[src/rtl/imem_boot_ctrl_pkg.sv]
// Shared definitions for the instruction-memory boot loader: FSM state
// encoding, default frame/timing constants and a timer sizing helper.
package imem_boot_ctrl_pkg;

   typedef enum logic [2:0] {
      ST_BOOT = 3'd0,
      ST_LEN  = 3'd1,
      ST_LOAD = 3'd2,
      ST_CSUM = 3'd3,
      ST_RUN  = 3'd4
   } boot_state_t;

   localparam logic [7:0] DEF_SYNC_BYTE  = 8'hA5;
   localparam int         DEF_BOOT_WAIT  = 50000;
   localparam int         DEF_RX_TIMEOUT = 20000;

   // Counter width able to hold max(a,b)-1, never narrower than one bit.
   function automatic int timer_width(input int a, input int b);
      int m;
      m = (a > b) ? a : b;
      return (m > 2) ? $clog2(m) : 1;
   endfunction

endpackage

[src/rtl/imem_boot_ctrl_boot_timer.sv]
// Cycle timer shared by the boot-wait and inter-byte timeout paths.
// It counts clock cycles since the last clear and flags expiry once the
// count reaches the limit chosen by the parent for the current state.
module boot_timer #(
   parameter int WIDTH = 16
) (
   input  logic             clock,
   input  logic             reset_n,
   input  logic             clear,
   input  logic [WIDTH-1:0] limit,
   output logic             expire
);

   logic [WIDTH-1:0] count;

   // Restart on clear, otherwise advance until the limit is reached and hold there.
   always_ff @(posedge clock or negedge reset_n) begin
      if (!reset_n) begin
         count <= '0;
      end else if (clear) begin
         count <= '0;
      end else if (!expire) begin
         count <= count + 1'b1;
      end
   end

   assign expire = (count == limit);

endmodule

[src/rtl/imem_boot_ctrl.sv]
// Boot controller for the 256x8 instruction memory. Holds the CPU in reset
// while a framed program image (SYNC, N, N data bytes, checksum) arrives from
// the UART, writes it into imem, then releases the CPU and hands the imem
// address bus to the fetch path. Without a SYNC byte it boots the existing
// contents after BOOT_WAIT idle cycles.
module imem_boot_ctrl
   import imem_boot_ctrl_pkg::*;
#(
   parameter logic [7:0] SYNC_BYTE  = DEF_SYNC_BYTE,
   parameter int         BOOT_WAIT  = DEF_BOOT_WAIT,
   parameter int         RX_TIMEOUT = DEF_RX_TIMEOUT
) (
   input  logic       clock,
   input  logic       reset_n,
   input  logic       rx_valid,
   input  logic [7:0] rx_data,
   input  logic       reload,
   input  logic [7:0] cpu_addr,
   output logic [7:0] cpu_instr,
   output logic       cpu_reset_n,
   output logic [7:0] mem_addr,
   output logic [7:0] mem_wdata,
   output logic       mem_we,
   input  logic [7:0] mem_rdata,
   output logic       loading,
   output logic       load_err
);

   localparam int            TW         = timer_width(BOOT_WAIT, RX_TIMEOUT);
   localparam logic [TW-1:0] BOOT_LIMIT = TW'(BOOT_WAIT - 1);
   localparam logic [TW-1:0] RX_LIMIT   = TW'(RX_TIMEOUT - 1);

   boot_state_t   state;
   boot_state_t   state_nx;
   logic [7:0]    ptr;
   logic [7:0]    len;
   logic [7:0]    sum;
   logic [7:0]    wr_addr;
   logic [7:0]    wdata;
   logic          we;
   logic          term;
   logic          err;
   logic          cpu_run;
   logic          in_frame;
   logic          is_sync;
   logic          take_data;
   logic          last_byte;
   logic          set_err;
   logic          clr_err;
   logic          timer_clear;
   logic          timer_expire;
   logic [TW-1:0] timer_limit;

   assign in_frame  = (state == ST_LEN) || (state == ST_LOAD) || (state == ST_CSUM);
   assign is_sync   = rx_valid && (rx_data == SYNC_BYTE);
   // While the terminal write is still on the bus a new byte is the checksum, not data.
   assign take_data = (state == ST_LOAD) && rx_valid && !term;
   // len==0 encodes 256, so len-1 wraps to 255 and the compare still works.
   assign last_byte = (ptr == len - 8'd1);

   // Boot wait applies while idling in BOOT, the inter-byte limit inside a frame.
   // The timer restarts on any state change, on every in-frame byte and while running.
   assign timer_limit = (state == ST_BOOT) ? BOOT_LIMIT : RX_LIMIT;
   assign timer_clear = (state_nx != state) || (in_frame && rx_valid) || (state == ST_RUN);

   boot_timer #(
      .WIDTH (TW)
   ) u_timer (
      .clock   (clock),
      .reset_n (reset_n),
      .clear   (timer_clear),
      .limit   (timer_limit),
      .expire  (timer_expire)
   );

   // Next-state logic; a received byte always takes priority over a timer expiry.
   always_comb begin
      state_nx = state;
      set_err  = 1'b0;
      clr_err  = 1'b0;
      case (state)
         ST_BOOT: begin
            if (is_sync) begin
               state_nx = ST_LEN;
               clr_err  = 1'b1;
            end else if (timer_expire) begin
               state_nx = ST_RUN;
            end
         end
         ST_LEN: begin
            if (rx_valid) begin
               state_nx = ST_LOAD;
            end else if (timer_expire) begin
               state_nx = ST_BOOT;
               set_err  = 1'b1;
            end
         end
         ST_LOAD: begin
            if (term) begin
               if (rx_valid) begin
                  if (rx_data == sum) begin
                     state_nx = ST_RUN;
                  end else begin
                     state_nx = ST_BOOT;
                     set_err  = 1'b1;
                  end
               end else begin
                  state_nx = ST_CSUM;
               end
            end else if (!rx_valid && timer_expire) begin
               state_nx = ST_BOOT;
               set_err  = 1'b1;
            end
         end
         ST_CSUM: begin
            if (rx_valid) begin
               if (rx_data == sum) begin
                  state_nx = ST_RUN;
               end else begin
                  state_nx = ST_BOOT;
                  set_err  = 1'b1;
               end
            end else if (timer_expire) begin
               state_nx = ST_BOOT;
               set_err  = 1'b1;
            end
         end
         ST_RUN: begin
            if (reload) begin
               state_nx = ST_BOOT;
            end
         end
         default: begin
            state_nx = ST_BOOT;
         end
      endcase
   end

   // FSM state register.
   always_ff @(posedge clock or negedge reset_n) begin
      if (!reset_n) begin
         state <= ST_BOOT;
      end else begin
         state <= state_nx;
      end
   end

   // Frame datapath: length capture, write strobe/data/address, running checksum and status flags.
   always_ff @(posedge clock or negedge reset_n) begin
      if (!reset_n) begin
         ptr     <= 8'd0;
         len     <= 8'd0;
         sum     <= 8'd0;
         wr_addr <= 8'd0;
         wdata   <= 8'd0;
         we      <= 1'b0;
         term    <= 1'b0;
         err     <= 1'b0;
         cpu_run <= 1'b0;
      end else begin
         we      <= take_data;
         term    <= take_data && last_byte;
         cpu_run <= (state == ST_RUN) && (state_nx == ST_RUN);
         if (state == ST_LEN && rx_valid) begin
            len <= rx_data;
            ptr <= 8'd0;
            sum <= 8'd0;
         end
         if (take_data) begin
            wr_addr <= ptr;
            wdata   <= rx_data;
            sum     <= sum + rx_data;
            ptr     <= ptr + 8'd1;
         end
         if (set_err) begin
            err <= 1'b1;
         end else if (clr_err) begin
            err <= 1'b0;
         end
      end
   end

   assign cpu_instr   = mem_rdata;
   assign cpu_reset_n = cpu_run;
   assign mem_addr    = (state == ST_LOAD) ? wr_addr : cpu_addr;
   assign mem_wdata   = wdata;
   assign mem_we      = we;
   assign loading     = (state != ST_RUN);
   assign load_err    = err;

endmodule
[config.mk]
export PLATFORM = sky130hd
export DESIGN_NAME = imem_boot_ctrl
export DESIGN_NICKNAME = d
export VERILOG_FILES = /design/src/rtl/imem_boot_ctrl_pkg.sv /design/src/rtl/imem_boot_ctrl_boot_timer.sv /design/src/rtl/imem_boot_ctrl.sv
export SDC_FILE = /design/constraint.sdc
export NUM_CORES = 1
export LEC_CHECK = 0
export ABC_AREA = 1
export CORE_ASPECT_RATIO = 2
export CORE_UTILIZATION = 54
export CTS_CLUSTER_DIAMETER = 150
export DETAILED_ROUTE_END_ITERATION = 12
export GPL_ROUTABILITY_DRIVEN = 0
export PLACE_DENSITY = 0.83
export SETUP_SLACK_MARGIN = 0.1
export SLEW_MARGIN = 5
export SYNTH_ARGS = -nofsm -noshare
export SYNTH_HDL_FRONTEND = slang
export SYNTH_SLANG_ARGS = --single-unit
[constraint.sdc]
create_clock -name clock -period 2.1 [get_ports clock]
set_input_delay 0.63 -clock clock [delete_from_list [all_inputs] [get_ports clock]]
set_output_delay 0.63 -clock clock [all_outputs]
set_load 0.01 [all_outputs]
==> results by group <==
Critical path
  • WP data arrival: 2.47 ns
  • Reg2Reg Launch Point: u_timer.count[0]
  • R2R setup slack: -0.09 ns
  • Cells on worst reg2reg path: 9
  • Critical Path Start Type: flip-flop
  • R2r endpoint: u_timer.count[13]
  • Setup Crit Path Kind: reg -> reg
  • Worst EP required: 2.37 ns
  • CP Capture Type: flip-flop
  • Critical path peak fanout: 4

Synth
  • Synthesized area per cell: 7.82 sq um
  • Cell area after synthesis: 0.00358 sq mm
  • Synth Area in Simple Gates: 28.1%
  • Leading area contributor after synthesis: dfrtp_1
  • Largest family of logic cells by synthesized area: simple AND/OR/NAND/NOR gates
  • Share of synthesized registers carrying an async set or reset: 100%
  • Synth Area in XOR/XNOR: 5.88%
  • Synthesized Nets: 496
  • Area contributors post-synth: dfrtp_1 (44%), nand2_1 (12%), nor2_1 (5.6%)
  • Mux contribution to synthesized area: 0%
  • Synth Register Bits: 63
  • Number of synthesized flops with an enable pin: 0
  • Distinct cell type count after synthesis: 33
  • Synth Area in Compound Gates: 9.34%
  • Synth warn: 0
  • Ys flop type: dfrtp_1
  • Synth Area in Adders: 4.06%
  • Gate Count Post-Synth: 457
  • Sequential-to-total area share from yosys stat: 44.1%
  • Post-synth top area share: 44.1%

Placed design
  • Setup WS pre-CTS: -0.528 ns
  • Port Buffer Count: 39
  • Post-DP HPWL: 6960 um

Routing
  • Initial DRC count: 334
  • Antenna Nets Post-Route: 0
  • DRT Pass-1 Iters: 5
  • DRC viols: 0
  • Routed WL: 10,900 um
  • Vias per cell: 5.59
  • Detailed-route via count: 3,555
  • WL/cell: 17.1 um

Finish
  • Filler instances: 427
  • Storage cell area: 0.00158 sq mm
  • Layout Nets: 585
  • ANT cells: 0
  • Commonest non-fill, non-tap cell in the layout: nand2_1
  • Layout cell share with drive strength beyond 1: 28.9%
  • Commonest cells after routing, fill and taps aside: nand2_1 (102), dfrtp_1 (61), buf_4 (49)
  • P&R area growth vs syn: 38.3%
  • Area of the multi-input gates: 0.00200 sq mm

Power
  • Worst ir drop on vdd: 0.000709 V
  • Portion of total power attributed to the clock network: 22.2%
  • Sw Ratio: 38.2%
  • Psw: 2.26 mW
  • Static Leak: 2.35 nW
  • Overall power: 5.92 mW
  • Seq pwr share: 31.2%
  • Comb power frac: 46.7%
  • P per Cell Area: 1200 mW/mm^2
  • Int Pwr: 3.66 mW

Timing
  • Setup Skew: 0.00557 ns
  • Final Cycle Share: 104%
  • Max-slew headroom: 75.0%
  • Final Hold Viols: 0
  • Fin crit period: 2.19 ns
  • RSZ-0062 raised after global routing: yes
  • Final slew viol count: 0
  • Final worst slack: -0.0923 ns
  • Fmax achieved: 456 MHz
  • Hold Slack: 0.173 ns
  • Slew @ Worst Pin: 0.374 ns
  • Setup violators final: 2

Clocking
  • TritonCTS clock tree: built
  • Worst-Skew Late Latency: 0.33 ns
  • Clock sink count: 63
  • CTS root buf: clkbuf_16
  • Cts bufs inserted: 9
  • H-tree levels: 3
  • Clock slew at reported path FFs: 0.05 ns
  • Longest Clk Path Bufs: 2

Global route
  • Largest net degree at the start of global routing: 30
  • Initial antenna violation count: 0
  • Vias in the first global route: 3,553
  • Global-route usage over all layers: 32.6%
  • First-pass GRT wire length: 16,300 um
  • Congestion Overflow GR: 0

Run status
  • Failing checks: negative setup slack
  • Outcome: complete, but fails checks

Run
  • MaxCap Viol Count: 0

Worst hold path
  • Worst Hold Class: in -> async

Die
  • Die Ht: 117 um
  • Core Area: 0.00636 sq mm
  • Rows: 41
  • Die width: 59.5 um
  • Die area: 0.00697 sq mm
  • Starting Density: 56.2%
  • IO Pins: 56
## how the worst max path moves through the flow
stage	end	slack (ns)	startpoint	depth (start not counted)
6_report	u_timer.count[13]	-0.09	u_timer.count[0]	9
5_1_grt	u_timer.count[11]	-0.30	u_timer.count[0]	8
4_1_cts	loading	0.08	state[0]	6
3_5_place_dp	sum[6]	-0.53	rx_data[0]	12
3_3_place_gp	sum[6]	-0.49	rx_data[0]	12
2_1_floorplan	u_timer.count[13]	0.14	rx_data[3]	12
## power by group through the flow
| stage | Combinational, mW | Sequential (mW) | Clock (mW) |
|---|---|---|---|
| 2_1_floorplan | 1.28 | 1.81 | 0 |
| 3_3_place_gp | 2.13 | 1.81 | 0 |
| 3_5_place_dp | 2.21 | 1.83 | 0 |
| 4_1_cts | 2.31 | 1.83 | 1.33 |
| 5_1_grt | 3.02 | 1.87 | 1.39 |
| 6_report | 2.76 | 1.84 | 1.31 |
## flip-flops by register name, indices dropped and copies added, names as in the netlist
name           count
cpu_reset_n        1
len                8
load_err           1
mem_wdata          8
mem_we             1
ptr                8
state              3
sum                8
term               1
u_timer.count     16
wr_addr            8
## cell usage after synthesis (2+ instances only)
master and instances:
xnor2_1 6, nand3_1 18, xor2_1 18, nor4_1 3, o2111ai_1 2, nand2_2 4, ha_1 10, buf_4 9
a21oi_1 9, nand2_1 115, o22ai_1 2, nor3_1 6, nand3b_1 3, inv_1 49, nor2_2 15, nand4_1 8
clkbuf_1 6, dfrtp_1 63, nand3_2 2, nor2_1 53, inv_2 4, a22o_1 3, o21ai_0 39
## metrics by stage
| step | instances | utilization (%) | cell area (sq um) | setup TNS (ns) |
|---|---|---|---|---|
| floorplan | 457 | - | 3620 | 0 |
| global placement | 604 | 67.8 | 4310 | -10.38 |
| detailed placement | 604 | 67.8 | 4310 | -11.55 |
| CTS | 624 | 73.1 | 4650 | 0 |
| global route | 636 | 77.7 | 4940 | -1.61 |
| finish | 636 | 77.7 | 4940 | -0.101 |
## cell type report
type                       count  share of cell area (%)
tap                           86                    2.18
multi-input combinational    324                    40.4
clock buffer                  14                    5.14
clock inverter                 1                   0.101
sequential                    63                    31.9
timing repair buffer          95                    16.0
inverter                      53                    4.23
## layer usage
metal | part of all wire (%) | routed length [um] | track usage, % | vias to the layer above
met2 | 54 | 5890 | 57.4 | 148
met3 | 5.5 | 599 | 12.2 | 69
met5 | 0 | 0 | 0 | -
met4 | 6.9 | 751 | 20.9 | 0
li1 | - | - | - | 1639
met1 | 33 | 3630 | 30.4 | 1699
## worst max-delay path, cell delays in order (launching register included)
cell,delay [ns]
dfrtp_1,0.35
buf_4,0.14
nand4_1,0.28
nor2_2,0.24
nand2_1,0.09
nor3b_2,0.31
nand2_1,0.18
nor3_1,0.26
o22ai_1,0.16
nor2_4,0.11
## timing repair
action,CTS,global route
resized for setup,70,64
pin swaps,11,23
endpoints found under the setup margin,28,27
hold buffers,0,0
setup buffers,5,12
cloned,0,1
## kinds of logic after synthesis
kind of cell	Yosys count
AO/OA/AOI/OAI	60
XOR/XNOR	24
adder cells (fa/ha/maj)	11
buffers and inverters	70
flip-flops	63
AND/OR/NAND/NOR	229
Note: power is estimated with default switching activity, not from simulation.
